## src/rtl/rom_arbiter.sv

```systemverilog
// Round-robin arbiter that gives NUM_REQ requesters shared access to a
// single ROM. The ROM has a one-cycle registered read latency. A read runs
// IDLE -> ISSUE -> CAPTURE, and at most one read is in flight at a time.
module rom_arbiter #(
  parameter int ADDR_WIDTH = 8,
  parameter int DATA_WIDTH = 32,
  parameter int NUM_REQ    = 4
) (
  input  logic                          clk,
  input  logic                          rst_n,
  input  logic [NUM_REQ-1:0]            req,
  input  logic [NUM_REQ*ADDR_WIDTH-1:0] req_addr,
  output logic [NUM_REQ-1:0]            gnt,
  output logic [NUM_REQ-1:0]            rsp_valid,
  output logic [DATA_WIDTH-1:0]         rsp_data,
  output logic                          busy,
  output logic [ADDR_WIDTH-1:0]         rom_addr,
  output logic                          rom_enable,
  input  logic [DATA_WIDTH-1:0]         rom_data
);

  localparam int PTR_W = (NUM_REQ > 1) ? $clog2(NUM_REQ) : 1;
  localparam logic [PTR_W-1:0] LAST_IDX = PTR_W'(NUM_REQ - 1);

  typedef enum logic [1:0] {IDLE, ISSUE, CAPTURE} state_t;

  state_t                  state_q, state_d;
  logic [PTR_W-1:0]        ptr_q, ptr_d;       // round-robin priority pointer
  logic [PTR_W-1:0]        owner_q, owner_d;   // requester of the read in flight
  logic [NUM_REQ-1:0]      gnt_q, gnt_d;
  logic [NUM_REQ-1:0]      rsp_valid_q, rsp_valid_d;
  logic [DATA_WIDTH-1:0]   rsp_data_q, rsp_data_d;
  logic [ADDR_WIDTH-1:0]   rom_addr_q, rom_addr_d;
  logic                    rom_enable_q, rom_enable_d;
  logic [PTR_W-1:0]        win_idx;
  logic [ADDR_WIDTH-1:0]   addr_arr [NUM_REQ];

  // Search starts at p and wraps. The pointer is always below NUM_REQ, so
  // the index used on r stays in range for any NUM_REQ.
  function automatic logic [PTR_W-1:0] rr_pick(input logic [NUM_REQ-1:0] r,
                                               input logic [PTR_W-1:0]   p);
    logic [PTR_W-1:0] c;
    logic             found;
    rr_pick = p;
    found   = 1'b0;
    c       = p;
    for (int i = 0; i < NUM_REQ; i++) begin
      if (!found && r[c]) begin
        found   = 1'b1;
        rr_pick = c;
      end
      c = (c == LAST_IDX) ? '0 : c + 1'b1;
    end
  endfunction

  function automatic logic [NUM_REQ-1:0] onehot(input logic [PTR_W-1:0] idx);
    onehot      = '0;
    onehot[idx] = 1'b1;
  endfunction

  // Split the packed address bus into one slice per requester.
  for (genvar g = 0; g < NUM_REQ; g++) begin : g_addr
    assign addr_arr[g] = req_addr[g*ADDR_WIDTH +: ADDR_WIDTH];
  end

  assign win_idx = rr_pick(req, ptr_q);

  // Next-state logic and next values of all registered outputs.
  always_comb begin
    // NOTE: every signal gets a default before the case statement. Without a
    // default, a path that leaves a signal unassigned would infer a latch.
    state_d      = state_q;
    ptr_d        = ptr_q;
    owner_d      = owner_q;
    gnt_d        = '0;
    rsp_valid_d  = '0;
    rsp_data_d   = rsp_data_q;
    rom_addr_d   = rom_addr_q;
    rom_enable_d = 1'b0;
    case (state_q)
      IDLE: begin
        if (|req) begin
          state_d      = ISSUE;
          owner_d      = win_idx;
          gnt_d        = onehot(win_idx);
          rom_enable_d = 1'b1;
          rom_addr_d   = addr_arr[win_idx];
          ptr_d        = (win_idx == LAST_IDX) ? '0 : win_idx + 1'b1;
        end
      end
      ISSUE: begin
        state_d = CAPTURE;
      end
      CAPTURE: begin
        // rom_data is valid only in this cycle, so this is the only place it is sampled.
        state_d     = IDLE;
        rsp_data_d  = rom_data;
        rsp_valid_d = onehot(owner_q);
      end
      default: state_d = IDLE;
    endcase
  end

  // State and output registers with synchronous active-low reset.
  always_ff @(posedge clk) begin
    // NOTE: sequential state uses non-blocking assignments. All registers
    // then update together at the edge, whatever the statement order.
    if (!rst_n) begin
      state_q      <= IDLE;
      ptr_q        <= '0;
      owner_q      <= '0;
      gnt_q        <= '0;
      rsp_valid_q  <= '0;
      rsp_data_q   <= '0;
      rom_addr_q   <= '0;
      rom_enable_q <= 1'b0;
    end else begin
      state_q      <= state_d;
      ptr_q        <= ptr_d;
      owner_q      <= owner_d;
      gnt_q        <= gnt_d;
      rsp_valid_q  <= rsp_valid_d;
      rsp_data_q   <= rsp_data_d;
      rom_addr_q   <= rom_addr_d;
      rom_enable_q <= rom_enable_d;
    end
  end

  assign gnt        = gnt_q;
  assign rsp_valid  = rsp_valid_q;
  assign rsp_data   = rsp_data_q;
  assign rom_addr   = rom_addr_q;
  assign rom_enable = rom_enable_q;
  assign busy       = (state_q != IDLE);

endmodule

```

## config.mk

```make
export PLATFORM = sky130hd
export DESIGN_NAME = rom_arbiter
export DESIGN_NICKNAME = d
export VERILOG_FILES = /design/src/rtl/rom_arbiter.sv
export SDC_FILE = /design/constraint.sdc
export NUM_CORES = 1
export LEC_CHECK = 0
export BUFFER_PORTS_ARGS = -buffer_cell sky130_fd_sc_hd__buf_2
export CAP_MARGIN = 20
export CORE_ASPECT_RATIO = 0.5
export CORE_MARGIN = 4
export CORE_UTILIZATION = 52
export CTS_BUF_LIST = sky130_fd_sc_hd__clkbuf_4
export DETAILED_ROUTE_END_ITERATION = 6
export PLACE_DENSITY = 0.91
export RECOVER_POWER = 100
export REMOVE_ABC_BUFFERS = 1
export SKIP_CTS_REPAIR_TIMING = 1
export SYNTH_ARGS = -nofsm -noshare
export SYNTH_HDL_FRONTEND = slang
export SYNTH_SLANG_ARGS = --single-unit
```

## constraint.sdc

```tcl
create_clock -name clk -period 8 [get_ports clk]
set_clock_uncertainty 0.2 [all_clocks]
set_input_delay 0.8 -clock clk [delete_from_list [all_inputs] [get_ports clk]]
set_output_delay 0.8 -clock clk [all_outputs]
set_load 0.01 [all_outputs]
```

Word-level counts from Yosys, hierarchy flattened
Cells that the tools add are included.
{ "word_totals": {"register_bits": 55, "output_inout_bits": 50, "input_bits": 70} }
{ "classes": {"addsub": 4, "mux": 28, "magnitude_cmp": 9, "bitwise_logic": 1, "reduce_logical": 15, "n_eq_ne": 7} }
{ "op_table": {"columns": ["op", "n"], "rows": [
  ["$lt A2 B3 Y1 const B", 6],
  ["$bmux W8 S2", 1],
  ["$mux W2", 8],
  ["$mux W8", 2],
  ["$eq A2 B2 Y1 const B", 5],
  ["$mux W1", 10],
  ["$add A2 B1 Y2 const B", 4],
  ["$bmux W1 S2", 4],
  ["$reduce_and A2 Y1", 3],
  ["$logic_and A1 B1 Y1", 5],
  ["$demux W1 S2", 2],
  ["$ge A2 B1 Y1 const B", 2],
  ["$pmux W2 S2", 1],
  ["$reduce_or A4 Y1", 1],
  ["$ge A3 B3 Y1 const B", 1],
  ["$logic_not A1 Y1", 3],
  ["$not A2 Y3", 1],
  ["$reduce_and A3 Y1", 1],
  ["$eq A2 B1 Y1 const B", 1],
  ["$logic_not A2 Y1", 1],
  ["$ne A2 B2 Y1 const B", 1],
  ["$reduce_bool A2 Y1", 1]
]} }

Logic depth before layout (Yosys ltp)
{ "depth": {"depth_word": 16, "mapped_depth": 11, "mapped_depth_nobuf": 9} }

Worst setup path before layout
Ideal clock, no wire load.
{ "synth_timing": {"path_kind": "input port to flip-flop", "startpoint": "input port req[3]", "endpoint": "register gnt_q[0], in the netlist gnt[0]", "t_arrival_ns": 2.301, "cell_stages": 8, "path_buffers": 2, "required_ns": 7.685, "setup_time_ns": 0.115, "slack_ns": 5.383, "path_cell_list": "mux4_2 -> nand3b_1 -> nand4_1 -> buf_4 -> buf_8 -> inv_1 -> ha_1 -> and3_1"} }
{ "synth_between": {"elab_chain_len": 16, "word_cells_on_any_way": 27, "classes_between": "order compare: 2; mux: 16; reduce/logical: 9"} }
{ "synth_rtl": {"columns": ["item", "line", "text"], "rows": [
  ["from (decl)", "11", "input logic [NUM_REQ-1:0] req,"],
  ["$bmux W1 S2", "48", "if (!found && r[c]) begin"],
  ["$mux W1 (implied by the code)", "48", null],
  ["$mux W1", "48", null],
  ["$logic_not A1 Y1", "48", null],
  ["$logic_and A1 B1 Y1", "48", null],
  ["$mux W1", "48", null],
  ["$logic_not A1 Y1", "48", null],
  ["$logic_and A1 B1 Y1", "48", null],
  ["$mux W1", "48", null],
  ["$logic_not A1 Y1", "48", null],
  ["$logic_and A1 B1 Y1", "48", null],
  ["$mux W2 *", "48", null],
  ["named net win_idx[0]", "35", "logic [PTR_W-1:0] win_idx;"],
  ["$lt A2 B3 Y1 (implied by the code) / $ge A2 B1 Y1 (equally long branches)", "58", "onehot[idx] = 1'b1;"],
  ["$logic_and A1 B1 Y1 (implied by the code)", "58", null],
  ["$mux W1 (implied by the code)", "58", null],
  ["$demux W1 S2 *", "58", null],
  ["to (signal assigned)", "121", "gnt_q <= gnt_d;"],
  ["to (decl)", "30", "logic [NUM_REQ-1:0] gnt_q, gnt_d;"]
]} }
Mark *: on every way through the listed nets, which the timed path passes. The rest lies on a longest branch. The select of a mux whose other input is x is not followed.
A chain may end at the register's enable or synchronous reset.

Worst setup path in the final report
{ "layout_timing": {"startpoint": "register ptr_q[0]", "endpoint": "register rom_addr_q[4], in the netlist rom_addr[4]"} }
{ "layout_between": {"elab_chain_len": 16, "word_cells_on_any_way": 33, "classes_between": "add/sub: 3; eq/ne: 3; mux: 20; bitwise: 1; reduce/logical: 6"} }
{ "layout_rtl": {"columns": ["item", "line", "text"], "rows": [
  ["from (decl)", "28", "logic [PTR_W-1:0] ptr_q, ptr_d;"],
  ["from (signal assigned)", "119", "ptr_q <= ptr_d;"],
  ["parallel branches: the longest is 11 deep, another holds $add A2 B1 Y2", null, null],
  ["$mux W2 *", "48", null],
  ["$not A2 Y3 (implied by the code) *", "87", "rom_addr_d = addr_arr[win_idx];"],
  ["$bmux W8 S2 *", "87", null],
  ["$mux W8 (implied by the code) * (2 in series)", "87", null],
  ["to (signal assigned)", "124", "rom_addr_q <= rom_addr_d;"],
  ["to (decl)", "33", "logic [ADDR_WIDTH-1:0] rom_addr_q, rom_addr_d;"]
]} }
Mark *: on every way between the ends. The select of a mux whose other input is x is not followed.

==> impl_metrics.json <==
{
  "status": "finished with violations",
  "violations": "max-capacitance violations, max-slew violations",
  "hold_class": "flip-flop to flip-flop",
  "dieArea_um2": 6197,
  "clkSinkCount": 55,
  "syn_area_per_cell_um2": 9.174,
  "ys_types": 48,
  "hold_violations": 0,
  "critPathLaunchType": "flip-flop",
  "seqPwrFrac": 0.396,
  "endpoint_kind": "flip-flop",
  "slew_violations": 54,
  "drt_iter0_markers": 79,
  "min_period_ps": 3737,
  "r2r-end": "rom_addr[4]",
  "grt_pass1_vias": 2318,
  "power_density_nw_per_um2": 276.1,
  "grt_usage": 0.1991,
  "tns_ps": 0,
  "clock.fmax_mhz": 267.6,
  "fin_total_pwr_uw": 868.7,
  "crit_path_end": "rom_addr[4]",
  "r2r_slack_ps": 4260,
  "setup_violations": 0,
  "grt_max_degree": 54,
  "synth.top_cell.area_share": 0.4286,
  "critical_path_arrival_ps": 3780,
  "num_rows": 17,
  "vias": 2352,
  "hpwl_mm": 4.737,
  "die_width_um": 107.4,
  "clock_latency_ps": 370,
  "critical_path_required_ps": 8040,
  "crit_path_frequent_cell": "mux2i_1",
  "p_int_uw": 550.4,
  "max_slew_margin": -0.1984,
  "wl_mm": 6.316,
  "min_period_over_period": 0.4671,
  "final_nets": 465,
  "r2r-start": "ptr_q[0]",
  "worst_pin_slew_ps": 1798,
  "highest_layer": "met4",
  "worstRegToRegCells": 8,
  "drc": 0,
  "drv_cap": 1,
  "wl_met2_mm": 3.430,
  "startpoint": "ptr_q[0]",
  "io_buffers": 119,
  "wire_per_inst_um": 13.82,
  "p_sw_uw": 318.3,
  "p_comb_frac": 0.433,
  "synth_area_leaders": "dfxtp_1 43%, nand2_1 11%, a21boi_0 9.6%",
  "peakVddDrop_mv": 0.2016,
  "syn2layout_area_growth_pct": 22.50,
  "synth_seq_cells": 55,
  "initial_utilization": 0.5617,
  "crit_buf_inv": 1,
  "rsz0062_at_grt": "no",
  "wl_met3_um": 273,
  "syn_inst": 280,
  "yosysTopAreaCell": "dfxtp_1",
  "num_io_pins": 120,
  "core_um2": 4573,
  "ant_nets": 0,
  "grt_pass1_wl_mm": 10.18,
  "via_per_inst": 5.147,
  "critPathKind": "flip-flop to flip-flop",
  "cts_root_buf": "clkbuf_4",
  "drive_gt1_frac": 0.2276,
  "die_y_um": 57.70,
  "num_antenna_cells": 0,
  "path_cells": "ha_1 > mux2i_1 > o211ai_1 > a211o_1 > nand4_1 > clkbuf_1 > mux2i_1 > o221ai_1",
  "p_clk_frac": 0.171,
  "routabilityCongestion": 0.7962,
  "grt-ovfl-total": 0,
  "crit_fanout": 16,
  "path_depth": 8,
  "tritoncts": "yes",
  "max_stage_delay_ps": 840,
  "clkSlewWorstSetupHoldPaths_ps": 160,
  "grt_antenna_before_repair": 0,
  "cp_top_family": "buffers and inverters",
  "swShare": 0.3664,
  "wl_met1_mm": 2.505,
  "cts_max_level": 2,
  "synthesis.area_um2": 2569,
  "worst_path_max_delay_cell": "clkbuf_1",
  "firstDrtPassIters": 4,
  "cts_buffers": 5,
  "yosys_warnings": 0,
  "clockBufferDepth": 2,
  "p_leak_nw": 1.289,
  "seq_area_frac_synth": 0.4286
}
[worst min-delay path by stage]
stage                from    endpoint  slack [ps]  depth (start not counted)
3_5_place_dp   state_q[1]  state_q[1]         240                          1
5_1_grt        state_q[1]  state_q[1]         290                          1
6_report       state_q[1]  state_q[1]         260                          1
2_1_floorplan  state_q[1]  state_q[1]         220                          1
3_3_place_gp   state_q[1]  state_q[1]         230                          1
4_1_cts        state_q[1]  state_q[1]         260                          1
[layout make-up]
cell class | count | area (um2)
Fill cell | 407 | 1426
Sequential cell | 55 | 1101
Inverter | 4 | 15.01
Clock buffer | 5 | 37.54
Multi-Input combinational cell | 202 | 1305
Clock inverter | 3 | 38.79
Tap cell | 66 | 82.58
Timing Repair Buffer | 122 | 566.8
[kinds of logic after synthesis]
group | Yosys count | synth area share
flops | 55 | 0.4286
compound gates | 54 | 0.1598
mux | 24 | 0.1076
fa+ha+maj | 5 | 0.02435
xor+xnor | 1 | 0.006334
simple gates | 118 | 0.2134
buf+inv | 23 | 0.05991
[flip-flops by register name, indices dropped and copies added, names as in the netlist]
name	count
rom_addr	8
rsp_data	32
gnt	4
rsp_valid	4
ptr_q	2
rom_enable	1
owner_q	2
state_q	2
[cells in the final DEF, fill, tap and decap left out, types with 4 or more instances in the layout]
cell type	netlist	final
buf_2	0	69
clkbuf_1	10	51
ha_1	5	5
inv_1	4	4
nand3_1	9	9
mux2i_1	18	18
and3_1	4	4
clkbuf_4	0	5
dfxtp_1	55	55
a21boi_0	33	33
nand2_1	74	74
nor2_1	6	6
o221ai_1	7	8
[power groups by stage]
stage / sequential [mW] / clock [mW] / combinational [mW]
after floorplan: 0.359 / 0 / 0.268
after global placement: 0.345 / 0 / 0.369
after detailed placement: 0.348 / 0 / 0.397
after CTS: 0.343 / 0.151 / 0.399
after global routing: 0.349 / 0.163 / 0.413
final: 0.344 / 0.148 / 0.376
[per-stage QoR]
step | area, um2 | hold slack [ps] | util | setup slack, ps | instances
final | 3147 | 262.7 | 0.6881 | 4263 | 457
after global routing | 3147 | 286.9 | 0.6881 | 3968 | 457
after CTS | 3217 | 258.4 | 0.7034 | 4839 | 456
after detailed placement | 3141 | 237.3 | 0.6867 | 4912 | 448
after global placement | 3110 | 225.2 | 0.6802 | 4314 | 446
after floorplan | 2430 | 217.1 | - | 4564 | 261
[layer usage]
| layer | track usage | vias to the layer above |
|---|---|---|
| li1 | - | 1184 |
| met4 | 0.07734 | 0 |
| met1 | 0.2098 | 1098 |
| met3 | 0.02892 | 11 |
| met5 | 0 | - |
| met2 | 0.4036 | 59 |
[cells in the mapped netlist, drive strengths merged]
cell,count
clkbuf,10
and4b,1
and3,4
nand3b,1
nand3,9
nor2,6
o21a,1
or2,2
or3b,1
nand4,1
and2,5
o211ai,1
inv,4
nor4,2
nand2,74
o31ai,1
mux2i,19
nor3,3
nor2b,3
a21o,1
dfxtp,55
xnor2,1
mux4,2
a211oi,1
ha,5
o21ai,4
clkdlybuf4s50,1
o221ai,8
nand2b,1
a21boi,33
buf,8
a211o,1
a21oi,3
nand4bb,1
mux2,3
nand4b,1
and2b,3
No activity file was read; power rests on OpenSTA's default activity.
